**src/rtl/player_pkg.sv**
```systemverilog
// Shared types and defaults for the player motion controller: state encoding,
// physics defaults and the bit positions inside game_tick.
package player_pkg;

   typedef enum logic [2:0] {
      ST_RESTART   = 3'd0,
      ST_RUNNING   = 3'd1,
      ST_DUCKING   = 3'd2,
      ST_ASCEND    = 3'd3,
      ST_DESCEND   = 3'd4,
      ST_GAME_OVER = 3'd5
   } state_t;

   localparam int DEF_POS_W         = 8;
   localparam int DEF_VEL_W         = 6;
   localparam int DEF_JUMP_VEL      = 6;
   localparam int DEF_GRAVITY       = 1;
   localparam int DEF_HOLD_TICKS    = 3;
   localparam int DEF_FAST_FALL_MUL = 2;
   localparam int DEF_BUF_TICKS     = 4;

   localparam int TICK_INPUT = 0;
   localparam int TICK_PHYS  = 1;

   function automatic logic is_airborne(input state_t s);
      return (s == ST_ASCEND) || (s == ST_DESCEND);
   endfunction

endpackage

```
**src/rtl/player_motion_ctrl_if.sv**
```systemverilog
// Bundle of game-side inputs and renderer-side outputs of the player motion controller.
// master drives ticks/buttons/crash, slave is the controller itself.
interface player_motion_ctrl_if #(
   parameter int POS_W = 8
);
   logic [1:0]       game_tick;
   logic             button_up;
   logic             button_down;
   logic             crash;
   logic [POS_W-1:0] player_position;
   logic             game_start_pulse;
   logic             game_over_pulse;
   logic             jump_pulse;
   logic             jumping;
   logic             ducking;

   modport master (
      output game_tick, button_up, button_down, crash,
      input  player_position, game_start_pulse, game_over_pulse, jump_pulse, jumping, ducking
   );

   modport slave (
      input  game_tick, button_up, button_down, crash,
      output player_position, game_start_pulse, game_over_pulse, jump_pulse, jumping, ducking
   );
endinterface

```
**src/rtl/player_kinematics.sv**
```systemverilog
// Jump physics: height/velocity registers, hold-to-extend, fast fall,
// velocity saturation, ceiling clamp and landing detection.
module player_kinematics
   import player_pkg::*;
#(
   parameter int POS_W         = DEF_POS_W,
   parameter int VEL_W         = DEF_VEL_W,
   parameter int JUMP_VEL      = DEF_JUMP_VEL,
   parameter int GRAVITY       = DEF_GRAVITY,
   parameter int HOLD_TICKS    = DEF_HOLD_TICKS,
   parameter int FAST_FALL_MUL = DEF_FAST_FALL_MUL
) (
   input  logic             clk,
   input  logic             reset,
   input  logic             clear,
   input  logic             takeoff,
   input  logic             step,
   input  logic             ascending,
   input  logic             button_up,
   input  logic             button_down,
   output logic [POS_W-1:0] pos,
   output logic             landed,
   output logic             apex
);
   localparam int SW = POS_W + 2;
   localparam int VW = VEL_W + 2;
   localparam int HW = $clog2(HOLD_TICKS + 1);

   localparam logic signed [SW-1:0]    POS_MAX  = SW'((2 ** POS_W) - 1);
   localparam logic signed [VW-1:0]    VEL_MIN  = VW'(-(2 ** (VEL_W - 1)));
   localparam logic signed [VW-1:0]    DEC_NORM = VW'(GRAVITY);
   localparam logic signed [VW-1:0]    DEC_FAST = VW'(GRAVITY * FAST_FALL_MUL);
   localparam logic signed [VEL_W-1:0] VEL_JUMP = VEL_W'(JUMP_VEL);
   localparam logic [HW-1:0]           HOLD_MAX = HW'(HOLD_TICKS);

   logic [POS_W-1:0]        pos_reg;
   logic signed [VEL_W-1:0] vel_reg;
   logic [HW-1:0]           hold_reg;

   logic signed [SW-1:0]    pos_sum;
   logic signed [VW-1:0]    vel_dec, vel_calc;
   logic signed [VEL_W-1:0] vel_sat, vel_next;
   logic                    hold_ext, clamp, land;

   // Position moves with the old velocity; velocity is updated afterwards.
   always_comb begin
      pos_sum  = $signed({2'b00, pos_reg}) + SW'(vel_reg);
      hold_ext = ascending && button_up && (hold_reg < HOLD_MAX);
      vel_dec  = hold_ext ? '0 : (button_down ? DEC_FAST : DEC_NORM);
      vel_calc = VW'(vel_reg) - vel_dec;
      vel_sat  = (vel_calc < VEL_MIN) ? VEL_MIN[VEL_W-1:0] : vel_calc[VEL_W-1:0];
      clamp    = pos_sum > POS_MAX;
      land     = pos_sum[SW-1] || (pos_sum == '0);
      vel_next = (clamp || land) ? '0 : vel_sat;
      landed   = step && land;
      apex     = step && ascending && !land && (vel_next[VEL_W-1] || (vel_next == '0));
   end

   always_ff @(posedge clk) begin
      if (reset || clear) begin
         pos_reg  <= '0;
         vel_reg  <= '0;
         hold_reg <= '0;
      end else begin
         if (step) begin
            pos_reg <= clamp ? POS_MAX[POS_W-1:0] : (land ? '0 : pos_sum[POS_W-1:0]);
            vel_reg <= vel_next;
            if (hold_ext) hold_reg <= hold_reg + 1'b1;
         end
         // A buffered jump can take off on the landing clock, so takeoff wins over step.
         if (takeoff) begin
            vel_reg  <= VEL_JUMP;
            hold_reg <= '0;
         end
      end
   end

   assign pos = pos_reg;

endmodule

```
**src/rtl/player_motion_ctrl.sv**
```systemverilog
// Player game/motion FSM with integrated jump physics and event pulses.
// Optional build macro JUMP_BUFFER_EN: remembers a jump press made while airborne.
module player_motion_ctrl
   import player_pkg::*;
#(
   parameter int POS_W         = DEF_POS_W,
   parameter int VEL_W         = DEF_VEL_W,
   parameter int JUMP_VEL      = DEF_JUMP_VEL,
   parameter int GRAVITY       = DEF_GRAVITY,
   parameter int HOLD_TICKS    = DEF_HOLD_TICKS,
   parameter int FAST_FALL_MUL = DEF_FAST_FALL_MUL,
   parameter int BUF_TICKS     = DEF_BUF_TICKS
) (
   input logic                 clk,
   input logic                 reset,
   player_motion_ctrl_if.slave bus
);
   state_t state_reg, state_next;

   logic tick_in, tick_ph, airborne, crash_evt, step;
   logic takeoff, start_evt, kin_clear, landed, apex, buf_hit;
   logic start_reg, start_next, over_reg, over_next, jump_reg, jump_next;
   logic jumping_reg, jumping_next, ducking_reg, ducking_next;
   logic [POS_W-1:0] pos;

   assign tick_in   = bus.game_tick[TICK_INPUT];
   assign tick_ph   = bus.game_tick[TICK_PHYS];
   assign airborne  = is_airborne(state_reg);
   assign crash_evt = tick_in && bus.crash &&
                      (state_reg inside {ST_RUNNING, ST_DUCKING, ST_ASCEND, ST_DESCEND});
   // A crash on the same clock freezes the height where it is.
   assign step      = tick_ph && airborne && !crash_evt;

   player_kinematics #(
      .POS_W(POS_W), .VEL_W(VEL_W), .JUMP_VEL(JUMP_VEL), .GRAVITY(GRAVITY),
      .HOLD_TICKS(HOLD_TICKS), .FAST_FALL_MUL(FAST_FALL_MUL)
   ) u_kin (
      .clk(clk), .reset(reset), .clear(kin_clear), .takeoff(takeoff), .step(step),
      .ascending(state_reg == ST_ASCEND), .button_up(bus.button_up),
      .button_down(bus.button_down), .pos(pos), .landed(landed), .apex(apex)
   );

`ifdef JUMP_BUFFER_EN
   localparam int BW = $clog2(BUF_TICKS + 1);
   logic [BW-1:0] buf_cnt_reg;
   logic          up_smp_reg;

   always_ff @(posedge clk) begin
      if (reset) begin
         buf_cnt_reg <= '0;
         up_smp_reg  <= 1'b0;
      end else begin
         if (tick_in) up_smp_reg <= bus.button_up;
         if (takeoff || crash_evt)
            buf_cnt_reg <= '0;
         else if (tick_in && airborne && bus.button_up && !up_smp_reg)
            buf_cnt_reg <= BW'(BUF_TICKS);
         else if (tick_in && (buf_cnt_reg != '0))
            buf_cnt_reg <= buf_cnt_reg - 1'b1;
      end
   end

   assign buf_hit = (buf_cnt_reg != '0);
`else
   // Buffering compiled out: never true.
   assign buf_hit = (BUF_TICKS < 0);
`endif

   always_ff @(posedge clk) begin
      if (reset) begin
         state_reg   <= ST_RESTART;
         start_reg   <= 1'b0;
         over_reg    <= 1'b0;
         jump_reg    <= 1'b0;
         jumping_reg <= 1'b0;
         ducking_reg <= 1'b0;
      end else begin
         state_reg   <= state_next;
         start_reg   <= start_next;
         over_reg    <= over_next;
         jump_reg    <= jump_next;
         jumping_reg <= jumping_next;
         ducking_reg <= ducking_next;
      end
   end

   always_comb begin
      state_next = state_reg;
      takeoff    = 1'b0;
      start_evt  = 1'b0;
      kin_clear  = 1'b0;
      case (state_reg)
         ST_RESTART: if (tick_in && bus.button_up) begin
            state_next = ST_RUNNING;
            start_evt  = 1'b1;
         end
         ST_RUNNING: begin
            if (crash_evt) state_next = ST_GAME_OVER;
            else if (tick_in && bus.button_down) state_next = ST_DUCKING;
            else if (tick_in && bus.button_up) begin
               state_next = ST_ASCEND;
               takeoff    = 1'b1;
            end
         end
         ST_DUCKING: begin
            if (crash_evt) state_next = ST_GAME_OVER;
            else if (tick_in && !bus.button_down) state_next = ST_RUNNING;
         end
         ST_ASCEND, ST_DESCEND: begin
            if (crash_evt) state_next = ST_GAME_OVER;
            else if (landed) begin
               state_next = buf_hit ? ST_ASCEND : ST_RUNNING;
               takeoff    = buf_hit;
            end else if (apex) state_next = ST_DESCEND;
         end
         ST_GAME_OVER: if (tick_in && bus.button_up) begin
            state_next = ST_RUNNING;
            start_evt  = 1'b1;
            kin_clear  = 1'b1;
         end
         default: state_next = ST_RESTART;
      endcase
   end

   always_comb begin
      start_next   = start_evt;
      jump_next    = takeoff;
      over_next    = (state_next == ST_GAME_OVER) && (state_reg != ST_GAME_OVER);
      jumping_next = is_airborne(state_next);
      ducking_next = (state_next == ST_DUCKING);
   end

   assign bus.player_position  = pos;
   assign bus.game_start_pulse = start_reg;
   assign bus.game_over_pulse  = over_reg;
   assign bus.jump_pulse       = jump_reg;
   assign bus.jumping          = jumping_reg;
   assign bus.ducking          = ducking_reg;

endmodule

```
**src/flat_wrapper.sv**
```systemverilog
// flat-port wrapper written by rule: the top's interface ports become plain ports
module player_motion_ctrl_flat import player_pkg::*;
#(
   parameter int POS_W         = DEF_POS_W,
   parameter int VEL_W         = DEF_VEL_W,
   parameter int JUMP_VEL      = DEF_JUMP_VEL,
   parameter int GRAVITY       = DEF_GRAVITY,
   parameter int HOLD_TICKS    = DEF_HOLD_TICKS,
   parameter int FAST_FALL_MUL = DEF_FAST_FALL_MUL,
   parameter int BUF_TICKS     = DEF_BUF_TICKS
)
  (clk, reset, bus_game_tick, bus_button_up, bus_button_down, bus_crash, bus_player_position, bus_game_start_pulse, bus_game_over_pulse, bus_jump_pulse, bus_jumping, bus_ducking);
  player_motion_ctrl_if #(.POS_W(POS_W)) bus_i ();
  input logic clk;
  input logic reset;
  input wire logic [$bits(bus_i.game_tick)-1:0] bus_game_tick;
  input wire logic [$bits(bus_i.button_up)-1:0] bus_button_up;
  input wire logic [$bits(bus_i.button_down)-1:0] bus_button_down;
  input wire logic [$bits(bus_i.crash)-1:0] bus_crash;
  output wire logic [$bits(bus_i.player_position)-1:0] bus_player_position;
  output wire logic [$bits(bus_i.game_start_pulse)-1:0] bus_game_start_pulse;
  output wire logic [$bits(bus_i.game_over_pulse)-1:0] bus_game_over_pulse;
  output wire logic [$bits(bus_i.jump_pulse)-1:0] bus_jump_pulse;
  output wire logic [$bits(bus_i.jumping)-1:0] bus_jumping;
  output wire logic [$bits(bus_i.ducking)-1:0] bus_ducking;
  assign bus_i.game_tick = bus_game_tick;
  assign bus_i.button_up = bus_button_up;
  assign bus_i.button_down = bus_button_down;
  assign bus_i.crash = bus_crash;
  assign bus_player_position = bus_i.player_position;
  assign bus_game_start_pulse = bus_i.game_start_pulse;
  assign bus_game_over_pulse = bus_i.game_over_pulse;
  assign bus_jump_pulse = bus_i.jump_pulse;
  assign bus_jumping = bus_i.jumping;
  assign bus_ducking = bus_i.ducking;
  player_motion_ctrl #(.POS_W(POS_W), .VEL_W(VEL_W), .JUMP_VEL(JUMP_VEL), .GRAVITY(GRAVITY), .HOLD_TICKS(HOLD_TICKS), .FAST_FALL_MUL(FAST_FALL_MUL), .BUF_TICKS(BUF_TICKS)) u_core (.clk(clk), .reset(reset), .bus(bus_i));
endmodule
```
**config.mk**
```make
export PLATFORM = sky130hd
export DESIGN_NAME = player_motion_ctrl_flat
export DESIGN_NICKNAME = d
export VERILOG_FILES = /design/src/rtl/player_pkg.sv /design/src/rtl/player_motion_ctrl_if.sv /design/src/rtl/player_kinematics.sv /design/src/rtl/player_motion_ctrl.sv /design/src/flat_wrapper.sv
export SDC_FILE = /design/constraint.sdc
export NUM_CORES = 1
export LEC_CHECK = 0
export BUFFER_PORTS_ARGS = -buffer_cell sky130_fd_sc_hd__buf_2
export CAP_MARGIN = 20
export CORE_ASPECT_RATIO = 1.4
export CORE_MARGIN = 4
export CORE_UTILIZATION = 30
export DETAILED_ROUTE_END_ITERATION = 8
export GPL_ROUTABILITY_DRIVEN = 0
export PLACE_DENSITY = 0.46
export SYNTH_ARGS = -nofsm -noshare
export SYNTH_HDL_FRONTEND = slang
export SYNTH_SLANG_ARGS = --single-unit
```
**constraint.sdc**
```tcl
create_clock -name clk -period 7.06 [get_ports clk]
set_clock_uncertainty 0.2 [all_clocks]
set_input_delay 0.353 -clock clk [delete_from_list [all_inputs] [get_ports clk]]
set_output_delay 0.353 -clock clk [all_outputs]
set_load 0.1 [all_outputs]
```
## After elaboration in Yosys (flattened, before gate mapping)

Cells that the tools add are included.

- $add $sub $neg: 3
- $mul: 0
- Divide/modulo/power cells: 0
- $lt $le $gt $ge: 3
- Equality and inequality tests: 10
- Shift-type cells: 0
- Mux-type cells: 23
- Bitwise gates (word level): 1
- Reduce and logical (&&, ||, !) cells: 33

Operator list:

| operator | count |
|---|---|
| 3-bit two-way mux | 11 |
| 8-bit two-way mux | 2 |
| 1-bit logical AND | 14 |
| 3-bit by 2-bit equality test with 1-bit output (second input constant) | 4 |
| 3-bit equality test (second input constant) | 4 |
| 6-bit two-way mux | 2 |
| 3-bit case mux with 4 select lines | 1 |
| 9-bit by 6-bit adder with 10-bit output | 1 |
| 10-bit by 9-bit greater-than comparator with 1-bit output (second input constant) | 1 |
| 10-bit logical NOT | 1 |
| 2-bit OR reduction | 4 |
| 7-bit by 6-bit less-than comparator with 1-bit output (second input constant) | 1 |
| 6-bit by 3-bit subtractor with 7-bit output | 1 |
| 6-bit logical NOT | 1 |
| 1-bit logical OR | 6 |
| 1-bit two-way mux | 5 |
| 2-bit two-way mux | 2 |
| 4-bit nonzero test | 1 |
| 3-bit by 1-bit equality test with 1-bit output (second input constant) | 1 |
| 1-bit logical NOT | 3 |
| 3-bit logical NOT | 1 |
| 3-bit inequality test (second input constant) | 1 |
| 2-bit by 1-bit adder with 2-bit output (second input constant) | 1 |
| 2-bit less-than comparator (second input constant) | 1 |
| 3 further kinds | 3 |

- Bits in registers: 24
- Latch bits: 0
- Bits in writable memories: 0
- Memory bits (read-only): 0
- Bits of input ports: 7
- Output and inout port bits: 13
- Logic and storage cells: 83
- Memories kept: 0

## Depth between registers and ports, before layout

Gate-level depths: netlist of run 1.

- Depth in word-level cells: 17
- Gate-level depth with buffers: 14

## Cells and area by module

Synthesis of run 1 repeated with hierarchy kept, for this count alone.

- Cell total of the unflattened synthesis: 222
- Area total of the unflattened synthesis: 1859.3 sq um

By module, submodules not included:

| module | times used | cells each | area each (sq um) | sequential area each (sq um) |
|---|---|---|---|---|
| player_kinematics | 1 | 166 | 1341.3 | 320.3 |
| player_motion_ctrl | 1 | 56 | 518.0 | 160.2 |

## Worst setup path before layout of run 1

No wires, ideal clock.

- Path kind: register to register
- From: register u_core.u_kin.pos_reg[0], in the netlist u_core.u_kin.pos[0]
- To: register u_core.over_reg, in the netlist u_core.bus.game_over_pulse
- Data arrival time: 3.168 ns
- Required time: 6.757 ns
- Path slack: 3.588 ns
- Stages on the path, launching flop included: 9
- Buffers on the path: 0
- Path through: dfxtp_1 > ha_1 > fa_1 > or3_1 > nor4_2 > a31oi_4 > o21ai_0 > nand2_1 > a2111oi_2

- Word-level cells in the longest chain between the ends: 14

Ends and longest elaborated chain:

| element | line | source |
|---|---|---|
| from (decl) | player_kinematics.sv:36 | `logic [POS_W-1:0] pos_reg;` |
| from (signal assigned) | player_kinematics.sv:66 | `pos_reg <= clamp ? POS_MAX[POS_W-1:0] : (land ? '0 : pos_sum[POS_W-1:0]);` |
| 9-bit by 6-bit adder with 10-bit output * | player_kinematics.sv:47 | `pos_sum = $signed({2'b00, pos_reg}) + SW'(vel_reg);` |
| parallel branches: the longest is 8 deep, another holds 10-bit by 9-bit greater-than comparator with 1-bit output | - |  |
| 3-bit two-way mux * | player_motion_ctrl.sv:111 | `else if (landed) begin` |
| 3-bit two-way mux * | player_motion_ctrl.sv:110 | `if (crash_evt) state_next = ST_GAME_OVER;` |
| 3-bit case mux with 4 select lines * | player_motion_ctrl.sv:92 | `case (state_reg)` |
| 3-bit equality test * | player_motion_ctrl.sv:128 | `over_next = (state_next == ST_GAME_OVER) && (state_reg != ST_GAME_OVER);` |
| 1-bit logical AND * | player_motion_ctrl.sv:128 |  |
| to (signal assigned) | player_motion_ctrl.sv:80 | `over_reg <= over_next;` |
| to (decl) | player_motion_ctrl.sv:22 | `logic start_reg, start_next, over_reg, over_next, jump_reg, jump_next;` |

Every way passes the cells marked *.
A chain may end at the register's enable or synchronous reset.

## Final worst setup path of run 1

- From: register u_core.state_reg[0]
- To: register u_core.over_reg, in the netlist u_core.bus.game_over_pulse

- Word-level cells in the longest chain between the ends: 17

Ends and longest elaborated chain:

| element | line | source |
|---|---|---|
| from (decl) | player_motion_ctrl.sv:18 | `state_t state_reg, state_next;` |
| from (signal assigned) | player_motion_ctrl.sv:78 | `state_reg <= state_next;` |
| 3-bit by 2-bit equality test with 1-bit output | - |  |
| 1-bit logical AND (2 in a row) | player_kinematics.sv:48 | `hold_ext = ascending && button_up && (hold_reg < HOLD_MAX);` |
| 2-bit two-way mux | player_kinematics.sv:49 | `vel_dec = hold_ext ? '0 : (button_down ? DEC_FAST : DEC_NORM);` |
| 6-bit by 3-bit subtractor with 7-bit output | player_kinematics.sv:50 | `vel_calc = VW'(vel_reg) - vel_dec;` |
| 7-bit by 6-bit less-than comparator with 1-bit output | player_kinematics.sv:51 | `vel_sat = (vel_calc < VEL_MIN) ? VEL_MIN[VEL_W-1:0] : vel_calc[VEL_W-1:0];` |
| 6-bit two-way mux | player_kinematics.sv:51 |  |
| 6-bit two-way mux | player_kinematics.sv:54 | `vel_next = (clamp \|\| land) ? '0 : vel_sat;` |
| 6-bit logical NOT | player_kinematics.sv:56 | `apex = step && ascending && !land && (vel_next[VEL_W-1] \|\| (vel_next == '0));` |
| 1-bit logical OR | player_kinematics.sv:56 |  |
| 1-bit logical AND | player_kinematics.sv:56 |  |
| 3-bit two-way mux | player_motion_ctrl.sv:114 | `end else if (apex) state_next = ST_DESCEND;` |
| 3-bit two-way mux | player_motion_ctrl.sv:111 |  |
| 3-bit two-way mux | player_motion_ctrl.sv:110 |  |
| 3-bit case mux with 4 select lines | player_motion_ctrl.sv:92 |  |
| 3-bit equality test | player_motion_ctrl.sv:128 |  |
| 1-bit logical AND * | player_motion_ctrl.sv:128 |  |

Mark *: on every way between the ends. The rest lies on a longest branch, timed or not.

==> impl_metrics.csv, run 1 <==
group,metric,value,unit
detailed_routing,via_count,1578,
global_route,antenna_found_initial,0,
clock_network,cts-root-to-sink-buffers,2,
finish,antenna_cells_inserted,0,
synthesis,asyncSetResetFlopFracSynth,0,%
power,leakage,0.855,nW
synthesis,warning_count_from_the_yosys_run,0,
placement,half_perimeter_wire_length_of_the_detailed_placement_result,3.52,mm
synthesis,syn_nets,230,
placement,placedCellCount,289,
placement,portBuffers,19,
finish,nFillCells,602,
clock_network,cts.clk_slew.worst_paths,0.10,ns
setup_path,worst-endpoint-arrival,3.39,ns
setup_path,worst_path_fanout_max,8,
power,power.ir.vdd_worst,0.139,mV
sta,setup_total_negative_slack,0,ns
finish,syn_to_final_growth,11.9,%
global_route,busiest_layer,"met2",
global_route,grt_util_met3,1.73,%
floorplan,row_count,32,
worst_hold_path,hp-class,"input port to register",
setup_path,crit_path_required_time,7.04,ns
sta,layout_worst_path_cycle_share,48.2,%
synthesis,synth_ff_type,"sky130_fd_sc_hd__dfxtp_1",
setup_path,crit_path_cell_trace,"nand3b_1, nor3b_1, nor2_1, ha_1, inv_1, fa_1, inv_1, nand3_1, a311oi_1, or3_1, a21oi_1, a211o_1, a2111oi_2",
floorplan,core_area,5610,um2
clock_network,post_cts.repair.setup_buffers,0,
floorplan,die_height,98.7,um
global_route,first_global_vias,1585,
status,result_of_the_run,"finished clean",
sta,final-max-slew-violation-count,0,
clock_network,clock_root_cell,"sky130_fd_sc_hd__clkbuf_8",
setup_path,critical_path.most_common_cell,"sky130_fd_sc_hd__inv_1",
clock_network,cts_hold_buffers,0,
finish,fin_util,35.2,%
setup_path,worst_setup_path_start_kind,"register",
synthesis,yosysUniqueCellTypes,56,
clock_network,worst_skew_pair.late_latency,0.28,ns
sta,rsz0062_at_grt,"no",
detailed_routing,ant_nets,0,
finish,post_route_cells_drive_above_1_share,16.9,%
synthesis,synth-seq-area-share,27.2,%
detailed_routing,detail_route.drc_violations,0,
finish,net_count_of_the_finished_layout,247,
global_route,global_route.overflow_total,0,
floorplan,die_w,72.8,um
synthesis,synth_area_per_cell,8.44,um2
finish,non_filler_cells_final,293,
sta,timing_worst_slew_pin_value,0.898,ns
power,p_per_area,278,nW/um2
clock_network,htree_num_levels,1,
global_route,grtUsageTotal,13.6,%
detailed_routing,avgViaCountPerCell,5.39,
floorplan,pin_count,20,
global_route,met1_grt_util,15.5,%
power,design_power_total,0.000549,W
setup_path,timing.critical_path.slowest_cell_delay,0.50,ns
sta,max-slew-margin-rel,39.7,%
sta,setup-violations-final,0,
synthesis,number_of_flops_mapped_to_enable_cells_by_yosys,0,
clock_network,numClockSinks,24,
clock_network,tritoncts,"done",
detailed_routing,detail_route.wirelength,4.53,mm
finish,largest_register_ff_count,8,
sta,highest_clock_rate,294,MHz
floorplan,initial_utilization,31.5,%
setup_path,critPathKind,"register to register",
clock_network,inserted_clock_buffers,3,
global_route,grt_max_degree,16,
clock_network,cts_resized,0,
global_route,grt_use_met2,24.3,%
flow_run,max-cap-violations,0,
synthesis,synthesis.area,1760,um2
sta,min_period,3.40,ns
detailed_routing,first_pass_iters,4,
floorplan,die-area,7190,um2
synthesis,post_synth_inst_count,209,
sta,hold_viol,0,
synthesis,flip_flop_and_latch_count_after_synthesis,24,
detailed_routing,detailedRoute.firstIterationViolations,49,
setup_path,cp-end-kind,"register",
global_route,grt_pass1_wl,7.65,mm
setup_path,crit_slowest_cell,"sky130_fd_sc_hd__dfxtp_1",
detailed_routing,post_drt_wl_per_cell,15.5,um
[per-stage QoR]
| step | setup slack [ns] | hold slack [ns] | area (um2) |
|---|---|---|---|
| after global routing | 3.29 | 0.138 | 1970 |
| after floorplan | 3.59 | 0.222 | 1760 |
| after CTS | 3.63 | 0.124 | 1970 |
| final | 3.66 | 0.126 | 1970 |
| after detailed placement | 3.66 | 0.254 | 1920 |
| after global placement | 3.69 | 0.261 | 1920 |
[critical path, delay by kind of cell (launching register included)]
kind / cells / cell delay [ns]
adder cells (fa/ha/maj): 2 / 0.59
flip-flops: 1 / 0.50
AND/OR/NAND/NOR: 5 / 0.91
AO/OA/AOI/OAI: 4 / 0.94
buffers and inverters: 2 / 0.16
[kinds of logic after synthesis]
logic type      synth area share [%]
simple gates                    26.0
buf+inv                         3.97
compound gates                  24.6
mux                             2.41
xor+xnor                        4.96
fa+ha+maj                       10.8
flops                           27.2
[layer usage]
metal  up-vias  wire length (um)
li1        803                 -
met1       733              1920
met2        31              2320
met3        11               135
met4         0               165
met5         -                 0
[area by class of cell]
class                   instances  area [um2]  area share, %
multi-input cells             167        1210           61.5
flip-flops and latches         24         480           24.3
repair buffers                 20         103           5.20
well taps                      68        85.1           4.31
clock buffers                   4        55.1           2.79
inverters                      10        37.5           1.90
[cell usage after synthesis, types with 3 or more instances]
| cell type | n | area share (%) |
|---|---|---|
| sky130_fd_sc_hd__nand2_1 | 14 | 3.0 |
| sky130_fd_sc_hd__xnor2_1 | 3 | 1.5 |
| sky130_fd_sc_hd__nor4b_1 | 4 | 2.0 |
| sky130_fd_sc_hd__dfxtp_1 | 24 | 27 |
| sky130_fd_sc_hd__inv_1 | 10 | 2.1 |
| sky130_fd_sc_hd__o211ai_1 | 3 | 1.3 |
| sky130_fd_sc_hd__nand3b_1 | 3 | 1.3 |
| sky130_fd_sc_hd__and2_1 | 4 | 1.4 |
| sky130_fd_sc_hd__nor3_1 | 9 | 2.6 |
| sky130_fd_sc_hd__a21oi_1 | 16 | 4.5 |
| sky130_fd_sc_hd__a31oi_1 | 3 | 1.1 |
| sky130_fd_sc_hd__clkbuf_1 | 6 | 1.3 |
| sky130_fd_sc_hd__or3_1 | 5 | 1.8 |
| sky130_fd_sc_hd__o22ai_1 | 6 | 2.1 |
| sky130_fd_sc_hd__ha_1 | 12 | 8.5 |
| sky130_fd_sc_hd__and4b_1 | 3 | 1.7 |
| sky130_fd_sc_hd__nor2b_1 | 4 | 1.4 |
| sky130_fd_sc_hd__xor2_1 | 7 | 3.5 |
| sky130_fd_sc_hd__nor2_1 | 21 | 4.5 |
| sky130_fd_sc_hd__a21o_1 | 3 | 1.3 |
| sky130_fd_sc_hd__nand2b_1 | 3 | 1.1 |
| sky130_fd_sc_hd__o21ai_0 | 3 | 0.85 |
[placed cells by master (no fill, tap or decap), types with 2 or more instances in the layout]
master                     count
sky130_fd_sc_hd__o21ai_1       3
sky130_fd_sc_hd__and4b_1       3
sky130_fd_sc_hd__a211o_1       2
sky130_fd_sc_hd__a21oi_1      16
sky130_fd_sc_hd__clkbuf_8      4
sky130_fd_sc_hd__nand3_1       2
sky130_fd_sc_hd__nand3b_1      3
sky130_fd_sc_hd__buf_2        19
sky130_fd_sc_hd__a21oi_2       2
sky130_fd_sc_hd__a211oi_1      2
sky130_fd_sc_hd__inv_1        10
sky130_fd_sc_hd__nor3_1        9
sky130_fd_sc_hd__o211ai_1      3
sky130_fd_sc_hd__nand2_1      14
sky130_fd_sc_hd__or2_2         2
sky130_fd_sc_hd__nand2b_1      3
sky130_fd_sc_hd__nor4b_1       4
sky130_fd_sc_hd__o21ai_0       2
sky130_fd_sc_hd__xnor2_1       3
sky130_fd_sc_hd__o22ai_1       6
sky130_fd_sc_hd__xor2_1        7
sky130_fd_sc_hd__mux2i_1       2
sky130_fd_sc_hd__fa_1          2
sky130_fd_sc_hd__nor2b_1       4
sky130_fd_sc_hd__a31oi_1       3
sky130_fd_sc_hd__nor2_1       21
sky130_fd_sc_hd__ha_1         12
sky130_fd_sc_hd__a21o_1        3
sky130_fd_sc_hd__and2_1        4
sky130_fd_sc_hd__dfxtp_1      24
sky130_fd_sc_hd__or3_1         5
[path summary, 6_finish.rpt]
path,start,slack (ns),to,depth (start not counted)
setup / recovery,u_core.state_reg[0]$_SDFF_PP0_,3.66,u_core.bus.game_over_pulse$_SDFF_PP0_,13
hold / removal,reset,0.13,u_core.bus.game_over_pulse$_SDFF_PP0_,2
setup reg to reg,u_core.state_reg[0]$_SDFF_PP0_,3.66,u_core.bus.game_over_pulse$_SDFF_PP0_,13
hold reg to reg,u_core.u_kin.hold_reg[1]$_SDFFE_PP0P_,0.26,u_core.u_kin.hold_reg[1]$_SDFFE_PP0P_,2
[where the power goes]
part | internal, W | switching, W | leakage, nW
sequential | 0.000151 | 0.0000216 | 0.195
clock | 0.0000501 | 0.0000520 | 0.0288
combinational | 0.0000853 | 0.000190 | 0.632
(Power assumes the default switching activity.)
==> run 2: changes to the inputs <==
Settings changed: ABC_AREA set to 1, PLACE_DENSITY 0.46 to 0.47.
Clock period 7.06 ns to 3 ns, I/O delays scaled along.
==> impl_metrics.csv, run 2 <==
group,metric,value,unit
floorplan,pin_count,20,
sta,hold_viol,0,
clock_network,worst_skew_pair.late_latency,0.27,ns
finish,multiInputGateArea,1380,um2
finish,post_route_cells_drive_above_1_share,38.7,%
clock_network,inserted_clock_buffers,3,
finish,layout_commonest_cell,"sky130_fd_sc_hd__nand2_1",
floorplan,core_area,6250,um2
setup_path,cell_count_of_the_worst_reg_to_reg_path,23,
sta,highest_clock_rate,335,MHz
power,leakage,1.18,nW
worst_hold_path,hp-class,"input port to register",
synthesis,asyncSetResetFlopFracSynth,0,%
placement,placedInstanceArea,2230,um2
floorplan,die_height,103,um
clock_network,numClockSinks,24,
detailed_routing,via_count,1868,
worst_hold_path,hold_path_startpoint,"bus_game_tick[0]",
finish,final_cell_area,2430,um2
setup_path,critPathKind,"register to register",
finish,nFillCells,675,
detailed_routing,post_drt_wl_per_cell,12.8,um
sta,setup-violations-final,0,
floorplan,die_w,75.9,um
synthesis,warning_count_from_the_yosys_run,0,
floorplan,die-area,7820,um2
detailed_routing,detail_route.wirelength,4.98,mm
finish,syn_to_final_growth,25.3,%
clock_network,clock_root_cell,"sky130_fd_sc_hd__clkbuf_8",
worst_hold_path,timing.hold.worst_endpoint,"u_core.bus.game_start_pulse$_SDFF_PP0_",
finish,net_count_of_the_finished_layout,340,
global_route,antenna_found_initial,0,
synthesis,synthesis.area,1940,um2
placement,portBuffers,19,
setup_path,crit-reg2reg-capture,"u_core.bus.jumping$_SDFF_PP0_",
clock_network,cts.clk_slew.worst_paths,0.08,ns
detailed_routing,ant_nets,0,
synthesis,yosysUniqueCellTypes,40,
sta,rsz0062_at_grt,"yes",
global_route,grtUsageTotal,13.6,%
clock_network,htree_num_levels,1,
finish,largest_register_ff_count,8,
finish,layout.area.seq,497,um2
synthesis,synth_ff_type,"sky130_fd_sc_hd__dfxtp_1",
detailed_routing,first_pass_iters,4,
sta,max-slew-margin-rel,59.2,%
power,power.ir.vdd_worst,0.157,mV
global_route,grt_pass1_wl,8.19,mm
synthesis,ys_top_cells_by_count,"sky130_fd_sc_hd__nand2_1, sky130_fd_sc_hd__inv_1, sky130_fd_sc_hd__nor2_1",
synthesis,flip_flop_and_latch_count_after_synthesis,24,
detailed_routing,avgViaCountPerCell,4.79,
placement,placedCellCount,380,
synthesis,synth_area_per_cell,6.96,um2
detailed_routing,wl_met2,2.75,mm
placement,placement.setup.worst_slack,-0.0338,ns
sta,final-max-slew-violation-count,0,
setup_path,worst-endpoint-arrival,2.96,ns
setup_path,r2r-start,"u_core.state_reg[0]$_SDFF_PP0_",
synthesis,number_of_flops_mapped_to_enable_cells_by_yosys,0,
floorplan,row_count,34,
detailed_routing,detail_route.drc_violations,0,
synthesis,synth_top_cells_by_area,"sky130_fd_sc_hd__dfxtp_1, sky130_fd_sc_hd__nand2_1, sky130_fd_sc_hd__ha_1, sky130_fd_sc_hd__inv_1, sky130_fd_sc_hd__nand2_2",
global_route,first_global_vias,1844,
status,result_of_the_run,"finished clean",
setup_path,cp-startpoint,"u_core.state_reg[0]$_SDFF_PP0_",
placement,half_perimeter_wire_length_of_the_detailed_placement_result,4.05,mm
synthesis,syn_nets,299,
clock_network,tritoncts,"done",
detailed_routing,met1_length,2.05,mm
synthesis,post_synth_inst_count,278,
clock_network,cts-root-to-sink-buffers,2,
synthesis,synthDominantCellAreaShare,24.8,%
setup_path,cp-end-kind,"register",
power,p_per_area,275,nW/um2
detailed_routing,route.met3.wl,96,um
flow_run,max-cap-violations,0,
floorplan,initial_utilization,31.0,%
finish,antenna_cells_inserted,0,
sta,layout_worst_path_cycle_share,99.6,%
finish,non_filler_cells_final,390,
detailed_routing,top_layer,"met4",
finish,most_frequent_cells_in_the_layout,"sky130_fd_sc_hd__nand2_1, sky130_fd_sc_hd__inv_1, sky130_fd_sc_hd__nor2_1",
global_route,grt_max_degree,14,
synthesis,synth-seq-area-share,24.8,%
synthesis,synth.most_common_cell,"sky130_fd_sc_hd__nand2_1",
setup_path,worst_path_fanout_max,5,
synthesis,synth_top_area_cell,"sky130_fd_sc_hd__dfxtp_1",
detailed_routing,detailedRoute.firstIterationViolations,45,
sta,final.setup.worst_slack,0.0120,ns
setup_path,crit_path_required_time,2.97,ns
sta,min_period,2.99,ns
setup_path,r2r_slack,0.01,ns
global_route,global_route.overflow_total,0,
worst_hold_path,hold-path-cell-count,3,
setup_path,worst_setup_path_start_kind,"register",
sta,timing_worst_slew_pin_value,0.606,ns
==> run 2: changes by cell type after synthesis, moves of 6 or more <==
cell,before,now
sky130_fd_sc_hd__inv_1,10,31
sky130_fd_sc_hd__inv_2,0,9
sky130_fd_sc_hd__nand2_1,14,62
sky130_fd_sc_hd__nand2_2,0,18
sky130_fd_sc_hd__nand3_1,2,15
sky130_fd_sc_hd__nand3_2,0,7
sky130_fd_sc_hd__nor2_1,21,27
sky130_fd_sc_hd__o22ai_1,6,0
==> run 2: layout make-up <==
class	instances	share of cell area [%]
tap	72	3.71
multi-input combinational	209	56.8
sequential	24	20.5
timing repair buffer	39	10.2
clock buffer	4	1.86
inverter	42	6.91
==> run 2: how the worst max path moves through the flow <==
stage,endpoint,slack [ns]
6_report,u_core.bus.jumping$_SDFF_PP0_,0.01
5_1_grt,u_core.bus.jumping$_SDFF_PP0_,-0.26
4_1_cts,u_core.bus.jumping$_SDFF_PP0_,0.009
3_5_place_dp,u_core.bus.jumping$_SDFF_PP0_,-0.03
3_3_place_gp,u_core.bus.ducking$_SDFF_PP0_,0.02
2_1_floorplan,u_core.bus.jumping$_SDFF_PP0_,0.04
==> run 2: repair_timing <==
| action | CTS | global route |
|---|---|---|
| pin swaps | 2 | 12 |
| hold buffers | 1 | 0 |
| hold endpoints to repair | 7 | 0 |
| gates resized for setup | 4 | 25 |
| endpoints found under the setup margin | 2 | 8 |
| setup buffers | 0 | 5 |
==> run 2: power breakdown <==
part	switching (W)	leakage, nW	internal, W
Sequential	0.00000294	0.200	0.000322
Combinational	0.0000914	0.957	0.0000492
Clock	0.000106	0.0228	0.0000949
Total	0.000200	1.18	0.000466
==> run 2: routing by layer <==
metal	GRT usage [%]	vias up
li1	-	981
met3	1.76	6
met5	0	-
met2	26.3	17
met1	14.6	864
met4	4.04	0
==> run 2: cells by family (layout without fill, tap and decap cells) <==
kind of cell,count (synthesis),after routing,synth area share [%]
AOI/OAI and AO/OA,40,40,13.1
xor gates and xnor gates,4,4,1.81
adders and majority gates,14,14,9.83
buffers and inverters,45,85,9.18
DFF,24,24,24.8
muxes,1,1,1.16
and+or+nand+nor,150,150,40.1
==> run 2: per-stage QoR <==
stage | TNS (ns) | hold slack, ns | utilization, % | power, W
floorplan | 0 | 0.159 | - | 0.000425
global placement | 0 | 0.246 | 35.6 | 0.000454
detailed placement | -0.0338 | 0.247 | 35.6 | 0.000454
CTS | 0 | 0.0812 | 36.7 | 0.000663
global route | -0.915 | 0.110 | 38.8 | 0.000704
finish | 0 | 0.0952 | 38.8 | 0.000666
==> run 2: worst max-delay path, stage by stage (launching register included) <==
cell and delay, ns:
sky130_fd_sc_hd__dfxtp_2 0.36, sky130_fd_sc_hd__inv_4 0.05, sky130_fd_sc_hd__nor3_4 0.18, sky130_fd_sc_hd__inv_2 0.07, sky130_fd_sc_hd__nor3_4 0.20, sky130_fd_sc_hd__inv_2 0.06
sky130_fd_sc_hd__nand2_2 0.08, sky130_fd_sc_hd__ha_4 0.21, sky130_fd_sc_hd__nand2_4 0.06, sky130_fd_sc_hd__nand2_4 0.06, sky130_fd_sc_hd__nor2_4 0.11, sky130_fd_sc_hd__nand2_2 0.07
sky130_fd_sc_hd__mux2i_4 0.21, sky130_fd_sc_hd__nor2_2 0.08, sky130_fd_sc_hd__o31ai_2 0.27, sky130_fd_sc_hd__nand2_2 0.08, sky130_fd_sc_hd__nand2_2 0.08, sky130_fd_sc_hd__nand2_4 0.05
sky130_fd_sc_hd__nand2_2 0.07, sky130_fd_sc_hd__nand2_2 0.05, sky130_fd_sc_hd__nand2_2 0.07, sky130_fd_sc_hd__nand2_2 0.06, sky130_fd_sc_hd__nor2_1 0.11, sky130_fd_sc_hd__nor2_1 0.05
